<file path="src/rtl/ps2_pkg.sv">
// Shared scancode constants, receiver state encoding and digit decode for PS/2 operand entry.
// Pure definitions, no timing; nothing here applies backpressure.
package ps2_pkg;

  localparam logic [7:0] SC_0     = 8'h45;
  localparam logic [7:0] SC_1     = 8'h16;
  localparam logic [7:0] SC_2     = 8'h1E;
  localparam logic [7:0] SC_3     = 8'h26;
  localparam logic [7:0] SC_4     = 8'h25;
  localparam logic [7:0] SC_5     = 8'h2E;
  localparam logic [7:0] SC_6     = 8'h36;
  localparam logic [7:0] SC_7     = 8'h3D;
  localparam logic [7:0] SC_8     = 8'h3E;
  localparam logic [7:0] SC_9     = 8'h46;
  localparam logic [7:0] SC_BS    = 8'h66;
  localparam logic [7:0] SC_ENTER = 8'h5A;
  localparam logic [7:0] SC_BRK   = 8'hF0;
  localparam logic [7:0] SC_EXT   = 8'hE0;

  typedef enum logic [1:0] {
    RX_IDLE,
    RX_SHIFT,
    RX_PARITY,
    RX_STOP
  } rx_state_t;

  // Returns {valid, value}; valid is 0 for anything that is not a digit key.
  function automatic logic [4:0] digit_of(input logic [7:0] code);
    logic [4:0] r;
    case (code)
      SC_0:    r = {1'b1, 4'd0};
      SC_1:    r = {1'b1, 4'd1};
      SC_2:    r = {1'b1, 4'd2};
      SC_3:    r = {1'b1, 4'd3};
      SC_4:    r = {1'b1, 4'd4};
      SC_5:    r = {1'b1, 4'd5};
      SC_6:    r = {1'b1, 4'd6};
      SC_7:    r = {1'b1, 4'd7};
      SC_8:    r = {1'b1, 4'd8};
      SC_9:    r = {1'b1, 4'd9};
      default: r = 5'd0;
    endcase
    return r;
  endfunction

endpackage

</file>
<file path="src/rtl/ps2_operand_entry_if.sv">
// Keyboard pins plus operand/debug outputs of the PS/2 operand entry block.
// master = keyboard/consumer side, slave = the entry block itself.
interface ps2_operand_entry_if;
  logic       kb_clk;
  logic       kb_data;
  logic [7:0] operand;
  logic       operand_valid;
  logic [7:0] scancode;
  logic       frame_err;

  modport master (
    output kb_clk, kb_data,
    input  operand, operand_valid, scancode, frame_err
  );

  modport slave (
    input  kb_clk, kb_data,
    output operand, operand_valid, scancode, frame_err
  );
endinterface

</file>
<file path="src/rtl/ps2_rx.sv">
// PS/2 frame receiver: 2-flop sync, falling-edge detect, start/8 data/odd parity/stop check, idle timeout.
// byte_rdy/err are registered pulses one cycle after the deciding edge; no backpressure (keyboard cannot be stalled).
module ps2_rx
  import ps2_pkg::*;
#(
  parameter int TIMEOUT_CYCLES = 100000
) (
  input  logic       clk,
  input  logic       rst,
  input  logic       kb_clk,
  input  logic       kb_data,
  output logic       byte_rdy,
  output logic [7:0] rx_byte,
  output logic       err
);

  localparam int TW = $clog2(TIMEOUT_CYCLES + 1);

  logic          clk_s1, clk_s2, clk_q;
  logic          dat_s1, dat_s2;
  logic          fell;
  rx_state_t     state, state_nx;
  logic [2:0]    cnt, cnt_nx;
  logic [7:0]    sr, sr_nx;
  logic          par_bad, par_bad_nx;
  logic [TW-1:0] tmo, tmo_nx;
  logic          rdy_nx, err_nx;

  assign fell    = clk_q & ~clk_s2;
  assign rx_byte = sr;

  // Sync flops reset high so a reset never manufactures a falling edge.
  always_ff @(posedge clk) begin
    if (rst) begin
      clk_s1   <= 1'b1;
      clk_s2   <= 1'b1;
      clk_q    <= 1'b1;
      dat_s1   <= 1'b1;
      dat_s2   <= 1'b1;
      state    <= RX_IDLE;
      cnt      <= '0;
      sr       <= '0;
      par_bad  <= 1'b0;
      tmo      <= '0;
      byte_rdy <= 1'b0;
      err      <= 1'b0;
    end else begin
      clk_s1   <= kb_clk;
      clk_s2   <= clk_s1;
      clk_q    <= clk_s2;
      dat_s1   <= kb_data;
      dat_s2   <= dat_s1;
      state    <= state_nx;
      cnt      <= cnt_nx;
      sr       <= sr_nx;
      par_bad  <= par_bad_nx;
      tmo      <= tmo_nx;
      byte_rdy <= rdy_nx;
      err      <= err_nx;
    end
  end

  always_comb begin
    state_nx   = state;
    cnt_nx     = cnt;
    sr_nx      = sr;
    par_bad_nx = par_bad;
    tmo_nx     = tmo;
    rdy_nx     = 1'b0;
    err_nx     = 1'b0;

    if (fell) begin
      tmo_nx = '0;
    end else if (state != RX_IDLE) begin
      if (tmo == TW'(TIMEOUT_CYCLES - 1)) begin
        state_nx = RX_IDLE;
        tmo_nx   = '0;
      end else begin
        tmo_nx = tmo + TW'(1);
      end
    end

    if (fell) begin
      case (state)
        RX_IDLE: begin
          if (!dat_s2) begin
            state_nx = RX_SHIFT;
            cnt_nx   = 3'd0;
          end else begin
            err_nx = 1'b1;
          end
        end
        RX_SHIFT: begin
          sr_nx  = {dat_s2, sr[7:1]};
          cnt_nx = cnt + 3'd1;
          if (cnt == 3'd7) state_nx = RX_PARITY;
        end
        RX_PARITY: begin
          // Parity error is flagged now; the stop bit then only realigns.
          par_bad_nx = ~(^{sr, dat_s2});
          err_nx     = par_bad_nx;
          state_nx   = RX_STOP;
        end
        RX_STOP: begin
          state_nx = RX_IDLE;
          if (!par_bad) begin
            if (dat_s2) rdy_nx = 1'b1;
            else        err_nx = 1'b1;
          end
        end
        default: state_nx = RX_IDLE;
      endcase
    end
  end

endmodule

</file>
<file path="src/rtl/ps2_operand_entry.sv">
// PS/2 keypad to 8-bit decimal operand: decodes set-2 make codes, saturating accumulate, commit on Enter.
// operand/operand_valid/scancode update one cycle after byte_rdy; no backpressure, operand_valid is a 1-cycle pulse.
module ps2_operand_entry
  import ps2_pkg::*;
#(
  parameter int TIMEOUT_CYCLES = 100000
) (
  input logic                 clk,
  input logic                 rst,
  ps2_operand_entry_if.slave  bus
);

  logic        byte_rdy, rx_err;
  logic [7:0]  rx_byte;
  logic [7:0]  acc, acc_nx;
  logic        brk, brk_nx;
  logic        ext, ext_nx;
  logic [7:0]  operand, operand_nx;
  logic        valid_nx;
  logic [7:0]  scancode, scancode_nx;
  logic        operand_valid;
  logic [4:0]  dig;
  logic [11:0] acc_wide;

  ps2_rx #(.TIMEOUT_CYCLES(TIMEOUT_CYCLES)) u_rx (
    .clk      (clk),
    .rst      (rst),
    .kb_clk   (bus.kb_clk),
    .kb_data  (bus.kb_data),
    .byte_rdy (byte_rdy),
    .rx_byte  (rx_byte),
    .err      (rx_err)
  );

  assign dig      = digit_of(rx_byte);
  assign acc_wide = 12'(acc) * 12'd10 + 12'(dig[3:0]);

  assign bus.operand       = operand;
  assign bus.operand_valid = operand_valid;
  assign bus.scancode      = scancode;
  assign bus.frame_err     = rx_err;

  always_ff @(posedge clk) begin
    if (rst) begin
      acc           <= '0;
      brk           <= 1'b0;
      ext           <= 1'b0;
      operand       <= '0;
      operand_valid <= 1'b0;
      scancode      <= '0;
    end else begin
      acc           <= acc_nx;
      brk           <= brk_nx;
      ext           <= ext_nx;
      operand       <= operand_nx;
      operand_valid <= valid_nx;
      scancode      <= scancode_nx;
    end
  end

  always_comb begin
    acc_nx      = acc;
    brk_nx      = brk;
    ext_nx      = ext;
    operand_nx  = operand;
    valid_nx    = 1'b0;
    scancode_nx = scancode;

    if (rx_err) begin
      brk_nx = 1'b0;
      ext_nx = 1'b0;
    end else if (byte_rdy) begin
      scancode_nx = rx_byte;
      if (rx_byte == SC_BRK) begin
        brk_nx = 1'b1;
      end else if (rx_byte == SC_EXT) begin
        ext_nx = 1'b1;
      end else begin
        brk_nx = 1'b0;
        ext_nx = 1'b0;
        // Extended codes (E0 xx) decode like plain ones, so ext only needs clearing.
        if (!brk) begin
          if (dig[4]) begin
            acc_nx = (acc_wide > 12'd255) ? 8'hFF : acc_wide[7:0];
          end else if (rx_byte == SC_BS) begin
            acc_nx = '0;
          end else if (rx_byte == SC_ENTER) begin
            operand_nx = acc;
            valid_nx   = 1'b1;
            acc_nx     = '0;
          end
        end
      end
    end
  end

endmodule

</file>
<file path="src/flat_wrapper.sv">
// flat-port wrapper written by rule: the top's interface ports become plain ports
module ps2_operand_entry_flat import ps2_pkg::*;
#(
  parameter int TIMEOUT_CYCLES = 100000
)
  (clk, rst, bus_kb_clk, bus_kb_data, bus_operand, bus_operand_valid, bus_scancode, bus_frame_err);
  ps2_operand_entry_if bus_i ();
  input logic clk;
  input logic rst;
  input wire logic [$bits(bus_i.kb_clk)-1:0] bus_kb_clk;
  input wire logic [$bits(bus_i.kb_data)-1:0] bus_kb_data;
  output wire logic [$bits(bus_i.operand)-1:0] bus_operand;
  output wire logic [$bits(bus_i.operand_valid)-1:0] bus_operand_valid;
  output wire logic [$bits(bus_i.scancode)-1:0] bus_scancode;
  output wire logic [$bits(bus_i.frame_err)-1:0] bus_frame_err;
  assign bus_i.kb_clk = bus_kb_clk;
  assign bus_i.kb_data = bus_kb_data;
  assign bus_operand = bus_i.operand;
  assign bus_operand_valid = bus_i.operand_valid;
  assign bus_scancode = bus_i.scancode;
  assign bus_frame_err = bus_i.frame_err;
  ps2_operand_entry #(.TIMEOUT_CYCLES(TIMEOUT_CYCLES)) u_core (.clk(clk), .rst(rst), .bus(bus_i));
endmodule
</file>
<file path="config.mk">
export PLATFORM = sky130hd
export DESIGN_NAME = ps2_operand_entry_flat
export DESIGN_NICKNAME = d
export VERILOG_FILES = /design/src/rtl/ps2_pkg.sv /design/src/rtl/ps2_operand_entry_if.sv /design/src/rtl/ps2_rx.sv /design/src/rtl/ps2_operand_entry.sv /design/src/flat_wrapper.sv
export SDC_FILE = /design/constraint.sdc
export NUM_CORES = 1
export LEC_CHECK = 0
export CAP_MARGIN = 10
export CORE_MARGIN = 4
export CORE_UTILIZATION = 55
export CTS_CLUSTER_SIZE = 24
export DETAILED_ROUTE_END_ITERATION = 7
export DONT_BUFFER_PORTS = 1
export GPL_TIMING_DRIVEN = 0
export PLACE_DENSITY = 0.75
export SYNTH_ARGS = -nofsm -noshare
export SYNTH_HDL_FRONTEND = slang
export SYNTH_SLANG_ARGS = --single-unit
</file>
<file path="constraint.sdc">
create_clock -name clk -period 3.6 [get_ports clk]
set_input_delay 1.08 -clock clk [delete_from_list [all_inputs] [get_ports clk]]
set_output_delay 1.08 -clock clk [all_outputs]
set_load 0.02 [all_outputs]
</file>
# Yosys cells after proc, flatten, opt, wreduce, memory -nomap -nowiden
# Cells that the tools add are included.
[op_classes]
n_mul = 1
bitwise_logic = 12
order_cmp = 1
n_mux = 22
add_sub_neg = 3
n_eq_ne = 21
n_reduce_logical = 17
[op_table]
columns = ["cell", "n"]
rows = [
  ["$pmux 5 s10", 1],
  ["$eq 8x6->1 const B", 6],
  ["$eq 8x7->1 const B", 4],
  ["$mux 8", 4],
  ["$add 17x1->17 const B", 1],
  ["$eq 17x17->1 const B", 1],
  ["$mux 17", 1],
  ["$eq 8x5->1 const B", 2],
  ["$eq 8x8->1 const B", 2],
  ["$add 12x4->12", 1],
  ["$gt 12x8->1 const B", 1],
  ["$mux 2", 6],
  ["$mul 8x3->11 const B", 1],
  ["$not 1->1", 11],
  ["$reduce_xor 9->1", 1],
  ["$pmux 2 s4", 1],
  ["$reduce_and 2->1", 4],
  ["$reduce_and 8->1", 1],
  ["$reduce_or 8->1", 1],
  ["$mux 1", 6],
  ["$pmux 3 s2", 1],
  ["$reduce_and 6->1", 1],
  ["$reduce_or 2->1", 3],
  ["$eq 2x2->1 const B", 2],
  ["other kinds (13)", 14],
]
[word_totals]
word_cells = 94
input_bits = 4
output_inout_bits = 18
register_bits = 64

# Longest topological paths before layout
# Gate-level depths: netlist of the first run.
[logic_depth]
word_depth = 7
depth_mapped = 13
mapped_depth_nobuf = 12

# Cells and area by module
# Synthesis of the first run repeated with hierarchy kept, for this count alone.
[unflattened]
hier_cells = 386
area_unflattened_um2 = 3438.3
[by_module_without_submodules]
columns = ["module", "seq_area_each_um2", "instances", "area_each_um2", "cells_each"]
rows = [
  ["ps2_operand_entry", 520.5, 1, 1719.1, 194],
  ["ps2_rx", 760.7, 1, 1719.1, 192],
]

# Worst setup path before layout of the first run
# Ideal clock, no wire load.
[synth_path]
path_kind = "reg-to-reg"
start = "register u_core.u_rx.sr[0], in the netlist u_core.u_rx.rx_byte[0]"
end = "register u_core.acc[0]"
synth_period_minus_slack_ns = 2.533
setup_time_ns = 0.117
path_slack_ns = 1.067
stages_incl_launch_ff = 12
t_arrival_ns = 2.416
path_cell_list = "dfxtp_1 > and2b_4 > mux2i_1 > o32a_1 > nor3b_2 > ha_1 > fa_1 > a21oi_1 > nand4_1 > a21oi_4 > o311ai_0 > a22o_1"
[synth_between]
elab_chain_len = 6
elab_cells_between_ends = 24
cone_classes = "1 x add/sub; 1 x order compare; 14 x eq/ne; 4 x mux; 2 x bitwise; 2 x reduce/logical"
[synth_lines]
columns = ["element", "line", "source"]
rows = [
  ["start, declared", "ps2_rx.sv:24", "logic [7:0] sr, sr_nx;"],
  ["start signal, assigned", "ps2_rx.sv:55", "sr <= sr_nx;"],
  ["$eq 8x7->1 (tied with other cells)", "ps2_pkg.sv:30", "case (code)"],
  ["$pmux 5 s10", "ps2_pkg.sv:30", ""],
  ["$add 12x4->12", "ps2_operand_entry.sv:36", "assign acc_wide = 12'(acc) * 12'd10 + 12'(dig[3:0]);"],
  ["$gt 12x8->1", "ps2_operand_entry.sv:84", "acc_nx = (acc_wide > 12'd255) ? 8'hFF : acc_wide[7:0];"],
  ["$mux 8", "ps2_operand_entry.sv:84", ""],
  ["$mux 8", "ps2_operand_entry.sv:83", "if (dig[4]) begin"],
  ["end signal, assigned", "ps2_operand_entry.sv:52", "acc <= acc_nx;"],
  ["end, declared", "ps2_operand_entry.sv:15", "logic [7:0] acc, acc_nx;"],
]
# Several ways; a longest one is shown, not always the timed one.
# A chain may end at the register's enable or synchronous reset.

# Worst setup path in the final report of the first run
# Ends and elaborated chain as after synthesis.

==> impl_results.md, run 1 <==
* Run status: complete, no violations
* Max Clock Skew at 0.00674 ns
* LEAKAGE at 0.00153 uW
* Crit-path max FO at 8
* I/O Pins at 22
* Antenna Cells at 0
* Max-Slew Margin vs Limit at between 60% and 70%
* Sequential Power Share at around half
* Buf/Inv on CP at 0
* Post-route ant nets at 0
* Syn Nets at 408
* Drt total wl at 6800 um
* IO buf count at 0
* Slew @ Worst Pin at 0.562 ns
* Post-synth EDFFs at 0
* Fin Hold WS at 0.411 ns
* Async S/R FF share, synth at 0%
* Combinational Power Share at 2.1%
* Clock latency on the worst-skew pair at 0.35 ns
* Max Slew Vio Count at 0
* CTS tree: yes
* First-pass GRT wire length at 11,600 um
* DRT iter0 DRCs at ~120
* H-tree levels at 3
* Crit-path leading delay family: compound AO/OA/AOI/OAI gates
* Slowest cell on crit path: dfxtp_1
* Mapped Cells at 384
* Top_reg_cell synth: dfxtp_1
* Internal at 1130 uW
* Initial Utilization at 56.6%
* Crit-path max cell delay at around 0.47 ns
* Max Cap Viol at 0
* Drt first pass iters at 4
* Yosys warns at 0
* CTS max path bufs at 2
* Pre-CTS setup slack at between 0.6 and 0.7 ns
* Vias per cell at 5.52
* Share of layout cells above drive strength 1 at a little under an eighth
* P&R area growth vs syn at 9.67%
* Filler Cells Inserted at 537
* Synthesized area per cell at 8.73 um2
* Fmax at between 0.3 and 0.4 GHz
* VDD IR-drop max at 0.289 mV
* Largest net degree at the start of global routing at 13
* Mapped Area at between 3000 and 4000 um2
* Non-Filler Instances at 475
* CP Capture Type: register
* Die area at 7400 um2
* Kind of start point of the critical path: register
* Row Count at 28
* Gr ovfl total at 0
* Core outline area at 5920 um2
* Crit path depth at 11
* Final hold vios at 0
* Synth Register Bits at 64
* Gr usage total at 19.9%
* Root Driver: clkbuf_8
* DRC at 0
* Vias in the first global route at about 2,400
* Worst reg2reg path depth at 11
* CTS Hold Bufs at 0
* Post-CTS Resized at 0
* Hold Path Depth at 1
* Power per cell area at between 300 and 400 nW/um2
* Final setup viols at 0
* RSZ-0062 raised after global routing: no
* Fraction of the yosys area taken by sequential cells at 38.2%
* Clk slew on worst S/H paths at 0.08 ns
* NetSw at 316 uW
* Synth cell types at 56
* # nets final at roughly 420
* Worst path cell trace: and2b_4 > mux2i_1 > o32a_1 > nor3b_2 > ha_1 > fa_1 > a21oi_1 > nand4_1 > a21oi_4 > o311ai_0 > a22o_1
* Post-layout min period at 2.97 ns
* Critical path type: reg2reg
* Total number of vias at roughly 2,600
* Placed insts at 459
* Setup_tns at 0 ns
* Initial antenna violation count at 0
* Die Wd at approximately 86 um
* Crit path required time at 3.84 ns
* Sw frac at 21.8%
* Die H at between 80 and 90 um
* Mean routed wirelength per cell at 14.3 um
* DP HPWL at 4750 um
* Clk sinks at 64
* Final Cycle Share at 82.5%
* Final worst setup slack at 0.629 ns
* WP data arrival at 3.22 ns
* Global placer's final weighted congestion at slightly above 0.8
* Power share of the clock group at 48.6%
* Hold WC Path Type: reg2reg
* CTS Buf Count at 9
* Post-CTS setup buffers at 0
==> sequential cells by signal, indices dropped and copies added (netlist names), 2 cells and up <==
name	flops
u_core.u_rx.state	2
u_core.u_rx.tmo	17
u_core.u_rx.cnt	3
u_core.acc	8
u_core.u_rx.rx_byte	8
u_core.bus.operand	8
u_core.bus.scancode	8
==> routing by layer <==
layer | global-route usage, % | wire length [um] | up-vias
met5 | 0 | 0 | -
met4 | 9.35 | 138 | 0
met3 | 4.51 | 304 | 12
met2 | 30.3 | 3040 | 53
met1 | 26.6 | 3320 | 1224
li1 | - | - | 1335
==> through the flow <==
stage | area (um2) | total power, uW | util (%)
floorplan | 3350 | 752 | -
global placement | 3440 | 759 | 58.2
detailed placement | 3440 | 760 | 58.2
CTS | 3670 | 1460 | 62.1
global route | 3670 | 1490 | 62.1
finish | 3670 | 1450 | 62.1
==> power by group through the flow <==
stage / registers (uW) / logic [uW] / clock network [uW]
floorplan: 729 / 22.9 / 0
global placement: 729 / 29.8 / 0
detailed placement: 729 / 30.3 / 0
CTS: 713 / 30.4 / 718
global route: 713 / 34.0 / 746
finish: 713 / 30.1 / 703
==> layout make-up <==
class / count / area (um2) / share of cell area [%]
clock inverters: 6 / 92.6 / 2.52
plain buffers: 19 / 130 / 3.54
well taps: 75 / 93.8 / 2.55
clock buffers: 10 / 138 / 3.75
inverters: 9 / 33.8 / 0.919
flip-flops and latches: 64 / 1280 / 34.9
multi-input cells: 292 / 1910 / 51.9
==> cells by family after synthesis <==
kind of cell | share of synthesized area [%]
DFF | 38.2
buffers and inverters | 4.89
adders and majority gates | 7.92
xor gates and xnor gates | 7.58
AOI/OAI and AO/OA | 13.8
muxes | 3.58
and+or+nand+nor | 24.0
==> cells in the mapped netlist (3+ instances only) <==
cell      count  area, um2
nor2_1       42        158
buf_6         4       45.0
a22o_1        8       70.1
or2_2         5       31.3
xor2_1       15        131
or3_1         3       18.8
nand2_1      58        218
a21oi_1      30        150
a21o_1        4       30.0
inv_1         7       26.3
buf_2         4       20.0
ha_1         18        225
o21ai_0       7       35.0
nand4_1       6       37.5
dfxtp_1      64       1280
xnor2_1      14        123
and3_1        6       37.5
nand2b_1      8       50.1
nor3b_1       3       22.5
nor3_1        7       35.0
clkbuf_1      8       30.0
nor2b_1       4       25.0
mux2i_1      12        120
nand3_1       5       25.0
==> layout by cell type, fill, tap and decap left out, drive strengths merged, types with 2 or more instances in the layout <==
cell type / n
buf: 9
dfxtp: 64
nand4b: 2
nand4: 6
clkinv: 2
a21oi: 33
nor3b: 4
xor2: 15
nor3: 8
ha: 18
clkinvlp: 2
a22oi: 2
fa: 2
and2b: 3
nand2b: 8
or3: 3
nor4: 2
a22o: 8
nand3: 5
and3: 6
inv: 9
clkbuf: 20
nor2: 44
nand2: 58
nor2b: 5
o21ai: 10
bufinv: 2
xnor2: 14
a21o: 4
or2: 5
mux2i: 12
==> path summary, 6_finish.rpt <==
kind | slack, ns | to | start
setup / recovery | 0.63 | u_core.acc[0] | u_core.u_rx.rx_byte[0]
setup reg to reg | 0.63 | u_core.acc[0] | u_core.u_rx.rx_byte[0]
hold / removal | 0.41 | u_core.u_rx.clk_s2 | u_core.u_rx.clk_s1
hold reg to reg | 0.41 | u_core.u_rx.clk_s2 | u_core.u_rx.clk_s1
Power figures use the tool's default switching activity.
==> inputs of run 2 (changes only) <==
PLACE_DENSITY = 0.78   (was 0.75)
clock period = 2.4 ns   (was 3.6 ns; I/O delays follow)
==> run 2 against run 1 <==
Against the previous run: the flow now finishes with violations (setup timing); die area stayed put; count of clock-buffer cells in the layout up 3; non-clock buffer count grew 8; global-route usage increased by 0.32 points; setup slack lost 0.81 ns; combinational power up 50%; sequential power is 49% higher; final cell count increased by 1.7%; critical path depth is the same; core utilization up 1.8 points; via count is 1.9% higher; critical path type unchanged; largest power group unchanged; highest routed layer unchanged.
==> impl_results.md, run 2 (same netlist as run 1, synthesis figures left out) <==
* Root Driver: clkbuf_8 (unchanged)
* Global placer's final weighted congestion at 0.900 (was 0.817)
* Initial Utilization at 56.6% (unchanged)
* CTS Buf Count at 9 (unchanged)
* Largest net degree at the start of global routing at 11 (was 13)
* First-pass GRT wire length at 11,900 um (was 11,600 um)
* Drt first pass iters at 4 (unchanged)
* Post-layout min period at 2.58 ns (was 2.97 ns)
* DRC at 0 (unchanged)
* Max-Slew Margin vs Limit at 61.9% (was 62.5%)
* I/O Pins at 22 (unchanged)
* VDD IR-drop max at 0.399 mV (was 0.289 mV)
* CTS tree: yes (unchanged)
* Max Cap Viol at 0 (unchanged)
* P&R area growth vs syn at 12.9% (was 9.67%)
* NetSw at 455 uW (was 316 uW)
* Vias in the first global route at 2,581 (was 2,421)
* Max Clock Skew at 0.00969 ns (was 0.00674 ns)
* Die Wd at 86.1 um (unchanged)
* # nets final at 427 (was 419)
* Hold WC Path Type: reg2reg (unchanged)
* Sequential Power Share at 54.2% (was 49.3%)
* Combinational Power Share at 2.3% (was 2.1%)
* IO buf count at 0 (unchanged)
* Max reg flops at 17 (unchanged)
* Failing checks: setup timing
* LEAKAGE at 0.00157 uW (was 0.00153 uW)
* Die H at 86.1 um (unchanged)
* Share of layout cells above drive strength 1 at 18.6% (was 11.8%)
* Vias per cell at 5.53 (was 5.52)
* Gr ovfl total at 0 (unchanged)
* Most common cell after layout, fill and taps aside: nand2_1 (was dfxtp_1)
* Gr usage total at 20.2% (was 19.9%)
* Kind of start point of the critical path: register (unchanged)
* WP data arrival at 2.83 ns (was 3.22 ns)
* Max Slew Vio Count at 0 (unchanged)
* DP HPWL at 4900 um (was 4750 um)
* Post-route cell area at 3780 um2 (was 3670 um2)
* Power share of the clock group at 43.5% (was 48.6%)
* H-tree levels at 3 (unchanged)
* DP Area at 3500 um2 (was 3440 um2)
* Final setup viols at 8 (was 0)
* DRT iter0 DRCs at 130 (was 116)
* Final Cycle Share at 108% (was 82.5%)
* Clk slew on worst S/H paths at 0.07 ns (was 0.08 ns)
* Clk sinks at 64 (unchanged)
* Utilization after layout at 63.9% (was 62.1%)
* Crit path required time at 2.65 ns (was 3.84 ns)
* Fmax at 0.387 GHz (was 0.337 GHz)
* Final hold vios at 0 (unchanged)
* RSZ-0062 raised after global routing: yes (was no)
* CTS max path bufs at 2 (unchanged)
* Total number of vias at 2,673 (was 2,624)
* Die area at 7400 um2 (unchanged)
* Drt total wl at 6980 um (was 6800 um)
* CP Capture Type: register (unchanged)
* Internal at 1510 uW (was 1130 uW)
* Row Count at 28 (unchanged)
* Crit-path max FO at 8 (unchanged)
* Post-route ant nets at 0 (unchanged)
* Largest register by flop count: u_core.u_rx.tmo (unchanged)
* Run status: finished, violations left (was complete, no violations)
* Antenna Cells at 0 (unchanged)
* Sw frac at 23.2% (was 21.8%)
* Core outline area at 5920 um2 (unchanged)
* Clock latency on the worst-skew pair at 0.35 ns (about the same)
* Mean routed wirelength per cell at 14.5 um (was 14.3 um)
* Initial antenna violation count at 0 (unchanged)
* Critical path type: reg2reg (unchanged)
* Slew @ Worst Pin at 0.571 ns (was 0.562 ns)
* Power per cell area at 520 nW/um2 (was 394 nW/um2)
* Most frequent cells in the layout: nand2_1 (58), dfxtp_1 (56), nor2_1 (41) (was dfxtp_1 (64), nand2_1 (58), nor2_1 (42))
* Filler Cells Inserted at 489 (was 537)
* Final worst setup slack at -0.183 ns (was 0.629 ns)
==> run 2: cell types whose count changed in the layout (fill, tap and decap cells not counted), sizes merged <==
cell | previous run | this run
clkbuf | 20 | 23
clkinv | 2 | 3
buf | 9 | 17
bufinv | 2 | 0
clkinvlp | 2 | 0
==> run 2: per-stage QoR <==
step | total power [uW] | worst slack (ns) | TNS (ns) | hold WS [ns] | cells
6_report | 1970 | -0.183 | -0.966 | 0.408 | 483
5_1_grt | 2030 | -0.330 | -2.06 | 0.428 | 483
4_1_cts | 1970 | -0.165 | -0.828 | 0.409 | 478
3_5_place_dp | 1140 | -0.315 | -2.02 | 0.392 | 459
3_3_place_gp | 1140 | -0.308 | -1.89 | 0.391 | 459
2_1_floorplan | 1130 | -0.0125 | -0.0125 | 0.389 | 384
==> run 2: timing repair <==
item                                    CTS  global route
hold buffers                              0             0
resized for setup                         8             8
endpoints found under the setup margin    8             8
buffers inserted                          3             6
pin swaps                                 5            14
==> run 2: area by class of cell <==
| class | instances | area [um2] | area share (%) |
|---|---|---|---|
| tap | 75 | 93.8 | 2.48 |
| buffer | 18 | 119 | 3.14 |
| inverter | 9 | 33.8 | 0.893 |
| clock buffer | 13 | 160 | 4.23 |
| multi-input combinational | 292 | 1990 | 52.7 |
| clock inverter | 3 | 15.0 | 0.397 |
| sequential | 64 | 1300 | 34.4 |
| timing repair buffer | 9 | 67.6 | 1.79 |
==> run 2: worst paths after layout <==
kind	start	endpoint	slack [ns]	cells after the start
setup reg to reg	u_core.u_rx.rx_byte[0]	u_core.acc[0]	-0.18	11
hold reg to reg	u_core.u_rx.dat_s1	u_core.u_rx.dat_s2	0.41	1
setup / recovery	u_core.u_rx.rx_byte[0]	u_core.acc[0]	-0.18	11
hold / removal	u_core.u_rx.dat_s1	u_core.u_rx.dat_s2	0.41	1
==> run 2: power groups by stage <==
stage	Clock, uW	Combinational [uW]	Sequential (uW)
4_1_cts	859	45.7	1070
3_3_place_gp	0	44.3	1090
5_1_grt	911	50.3	1060
6_report	855	45.1	1060
3_5_place_dp	0	45.7	1090
2_1_floorplan	0	34.4	1090
==> run 2: routing by layer <==
metal	GRT usage [%]	part of all wire (%)	vias to the layer above
li1	-	-	1353
met1	25.8	46	1241
met2	32.0	46	65
met3	4.71	5.4	14
met4	9.93	2.1	0
met5	0	0	-
==> run 2: critical path: stages, from the launching register on <==
cell and delay [ns]:
dfxtp_4 0.38, and2b_4 0.20, mux2i_1 0.13, o32a_1 0.18
nor3b_2 0.06, ha_2 0.20, fa_2 0.36, a21oi_2 0.16
nand4_1 0.15, a21oi_4 0.30, o311ai_2 0.15, a22o_1 0.19
==> inputs of run 3 (changes only) <==
--- a/config.mk
+++ b/config.mk
@@ -14,4 +14,5 @@
 export GPL_TIMING_DRIVEN = 0
 export PLACE_DENSITY = 0.78
+export RECOVER_POWER = 100
 export SYNTH_ARGS = -nofsm -noshare
 export SYNTH_HDL_FRONTEND = slang
==> constraint.sdc (replaced) <==
create_clock -name clk -period 2.4 [get_ports clk]
set_input_delay 0.72 -clock clk [delete_from_list [all_inputs] [get_ports clk]]
set_output_delay 0.72 -clock clk [all_outputs]
set_load 0.05 [all_outputs]
==> run 3 against run 2 <==
Against the previous run: the flow still finishes with violations (setup timing); critical path depth increased by 1; clock power decreased by 1%; worst hold slack about the same; final area decreased by 0.46%; flip-flop and latch count unchanged; highest routed layer unchanged.
==> impl_results.md, run 3 (same netlist as run 1, synthesis figures left out) <==
* I/O Pins at 22 (unchanged)
* Max-Slew Margin vs Limit at 61.9% (about the same)
* Run status: finished, violations left (unchanged)
* Die H at 86.1 um (unchanged)
* Power per cell area at 519 nW/um2 (was 520 nW/um2)
* Die area at 7400 um2 (unchanged)
* Core outline area at 5920 um2 (unchanged)
* Placed insts at 459 (unchanged)
* Vias in the first global route at 2,581 (unchanged)
* Max Slew Vio Count at 0 (unchanged)
* Clk sinks at 64 (unchanged)
* Final setup viols at 8 (unchanged)
* CP most frequent cell: a21o_1
* CTS tree: yes (unchanged)
* IO buf count at 0 (unchanged)
* Share of layout cells above drive strength 1 at 18.1% (was 18.6%)
* Most common cell after layout, fill and taps aside: nand2_1 (unchanged)
* Slew @ Worst Pin at 0.571 ns (about the same)
* Final worst setup slack at -0.186 ns (was -0.183 ns)
* Max Clock Skew at 0.00873 ns (was 0.00969 ns)
* First-pass GRT wire length at 11,900 um (unchanged)
* Drt total wl at 6980 um (about the same)
* Final hold vios at 0 (unchanged)
* DP HPWL at 4900 um (unchanged)
* Initial antenna violation count at 0 (unchanged)
* Row Count at 28 (unchanged)
* Setup_tns at -0.966 ns (about the same)
* Global placer's final weighted congestion at 0.900 (unchanged)
* Worst path cell trace: buf_6 > and2b_1 > nand2_1 > nor2_2 > ha_1 > a21o_1 > a21oi_2 > nor2_1 > a21o_1 > a21oi_4 > o311ai_2 > a22o_1 (was and2b_4 > mux2i_1 > o32a_1 > nor3b_2 > ha_2 > fa_2 > a21oi_2 > nand4_1 > a21oi_4 > o311ai_2 > a22o_1)
* Max reg flops at 17 (unchanged)
* Crit-path max cell delay at 0.33 ns (was 0.38 ns)
* VDD IR-drop max at 0.395 mV (was 0.399 mV)
* Mean routed wirelength per cell at 14.4 um (was 14.5 um)
* RSZ-0062 raised after global routing: yes (unchanged)
* Worst reg2reg path depth at 12 (was 11)
* CTS Buf Count at 9 (unchanged)
* Hold WC Path Type: reg2reg (unchanged)
* Non-Filler Instances at 483 (unchanged)
* Failing checks: setup timing (unchanged)
* Largest net degree at the start of global routing at 11 (unchanged)
* LEAKAGE at 0.00157 uW (about the same)
* Clk slew on worst S/H paths at 0.07 ns (about the same)
* Fmax at 0.387 GHz (about the same)
* Hold Path Depth at 1 (unchanged)
* Vias per cell at 5.56 (was 5.53)
* Largest register by flop count: u_core.u_rx.tmo (unchanged)
* Clock latency on the worst-skew pair at 0.35 ns (about the same)
* Gr ovfl total at 0 (unchanged)
* Critical path type: reg2reg (unchanged)
* Post-layout min period at 2.59 ns (was 2.58 ns)
* DRC at 0 (unchanged)
* Post-route ant nets at 0 (unchanged)
* Die Wd at 86.1 um (unchanged)
* DRT iter0 DRCs at 116 (was 130)
* WP data arrival at 2.83 ns (about the same)
* Fin Hold WS at 0.408 ns (about the same)
* Root Driver: clkbuf_8 (unchanged)
* Crit path required time at 2.65 ns (about the same)
* Gr usage total at 20.2% (unchanged)
* Kind of start point of the critical path: register (unchanged)
* Antenna Cells at 0 (unchanged)
* Crit-path max FO at 9 (was 8)
* Max Cap Viol at 0 (unchanged)
* CTS max path bufs at 2 (unchanged)
* P&R area growth vs syn at 12.4% (was 12.9%)
* CP Capture Type: register (unchanged)
* H-tree levels at 3 (unchanged)
* Drt first pass iters at 4 (unchanged)
* # nets final at 427 (unchanged)
* Total number of vias at 2,685 (was 2,673)
* Initial Utilization at 56.6% (unchanged)
* Most frequent cells in the layout: nand2_1 (58), dfxtp_1 (56), nor2_1 (41) (unchanged)
* Final Cycle Share at 108% (about the same)
* Slowest cell on crit path: dfxtp_1 (was dfxtp_4)
* Filler Cells Inserted at 494 (was 489)
[run 3: timing repair]
| action | CTS | global route |
|---|---|---|
| buffers inserted | 3 | 6 |
| hold buffers | 0 | 0 |
| endpoints found under the setup margin | 8 | 8 |
| resized for setup | 8 | 8 |
| pin swaps | 5 | 14 |
[run 3: power by group]
| group | leakage [uW] | switching, uW | internal, uW |
|---|---|---|---|
| logic | 0.000955 | 29.7 | 13.4 |
| registers | 0.000522 | 4.62 | 1060 |
| clock network | 0.0000923 | 412 | 433 |
[run 3: final cells by class]
cell class | instances | area (um2) | area share [%]
well taps | 75 | 93.8 | 2.49
clock buffers | 13 | 160 | 4.25
plain buffers | 18 | 116 | 3.09
repair buffers | 9 | 67.6 | 1.79
clock inverters | 3 | 15.0 | 0.399
multi-input cells | 292 | 1980 | 52.5
inverters | 9 | 33.8 | 0.897
flip-flops and latches | 64 | 1300 | 34.6
[run 3: worst paths after layout]
path | startpoint | endpoint | slack, ns
max reg2reg | u_core.u_rx.rx_byte[5] | u_core.acc[0] | -0.19
max | u_core.u_rx.rx_byte[5] | u_core.acc[0] | -0.19
min | u_core.u_rx.dat_s1 | u_core.u_rx.dat_s2 | 0.41
min reg2reg | u_core.u_rx.dat_s1 | u_core.u_rx.dat_s2 | 0.41
[run 3: worst max-delay path: cells and delay by family, from the launching register on]
kind / cells / cell delay (ns)
AO/OA/AOI/OAI: 6 / 1.16
AND/OR/NAND/NOR: 4 / 0.59
buffers and inverters: 1 / 0.13
adder cells (fa/ha/maj): 1 / 0.26
flip-flops: 1 / 0.33
[run 3: stage by stage]
stage / total power, uW / cell area, um2 / utilization (%) / worst slack (ns)
floorplan: 1130 / 3410 / - / -0.0125
global placement: 1140 / 3500 / 59.2 / -0.308
detailed placement: 1140 / 3500 / 59.2 / -0.315
CTS: 1970 / 3720 / 62.9 / -0.165
global route: 2030 / 3760 / 63.6 / -0.330
finish: 1950 / 3760 / 63.6 / -0.186
[run 3: routing by layer]
metal  track usage [%]  share of wire [%]  wire length [um]  up-vias
met5                 0                  0                 0        -
met2              32.0                 46              3200       66
met1              25.8                 46              3180     1243
met3              4.71                5.6               392       20
li1                  -                  -                 -     1356
met4              9.93                2.9               204        0
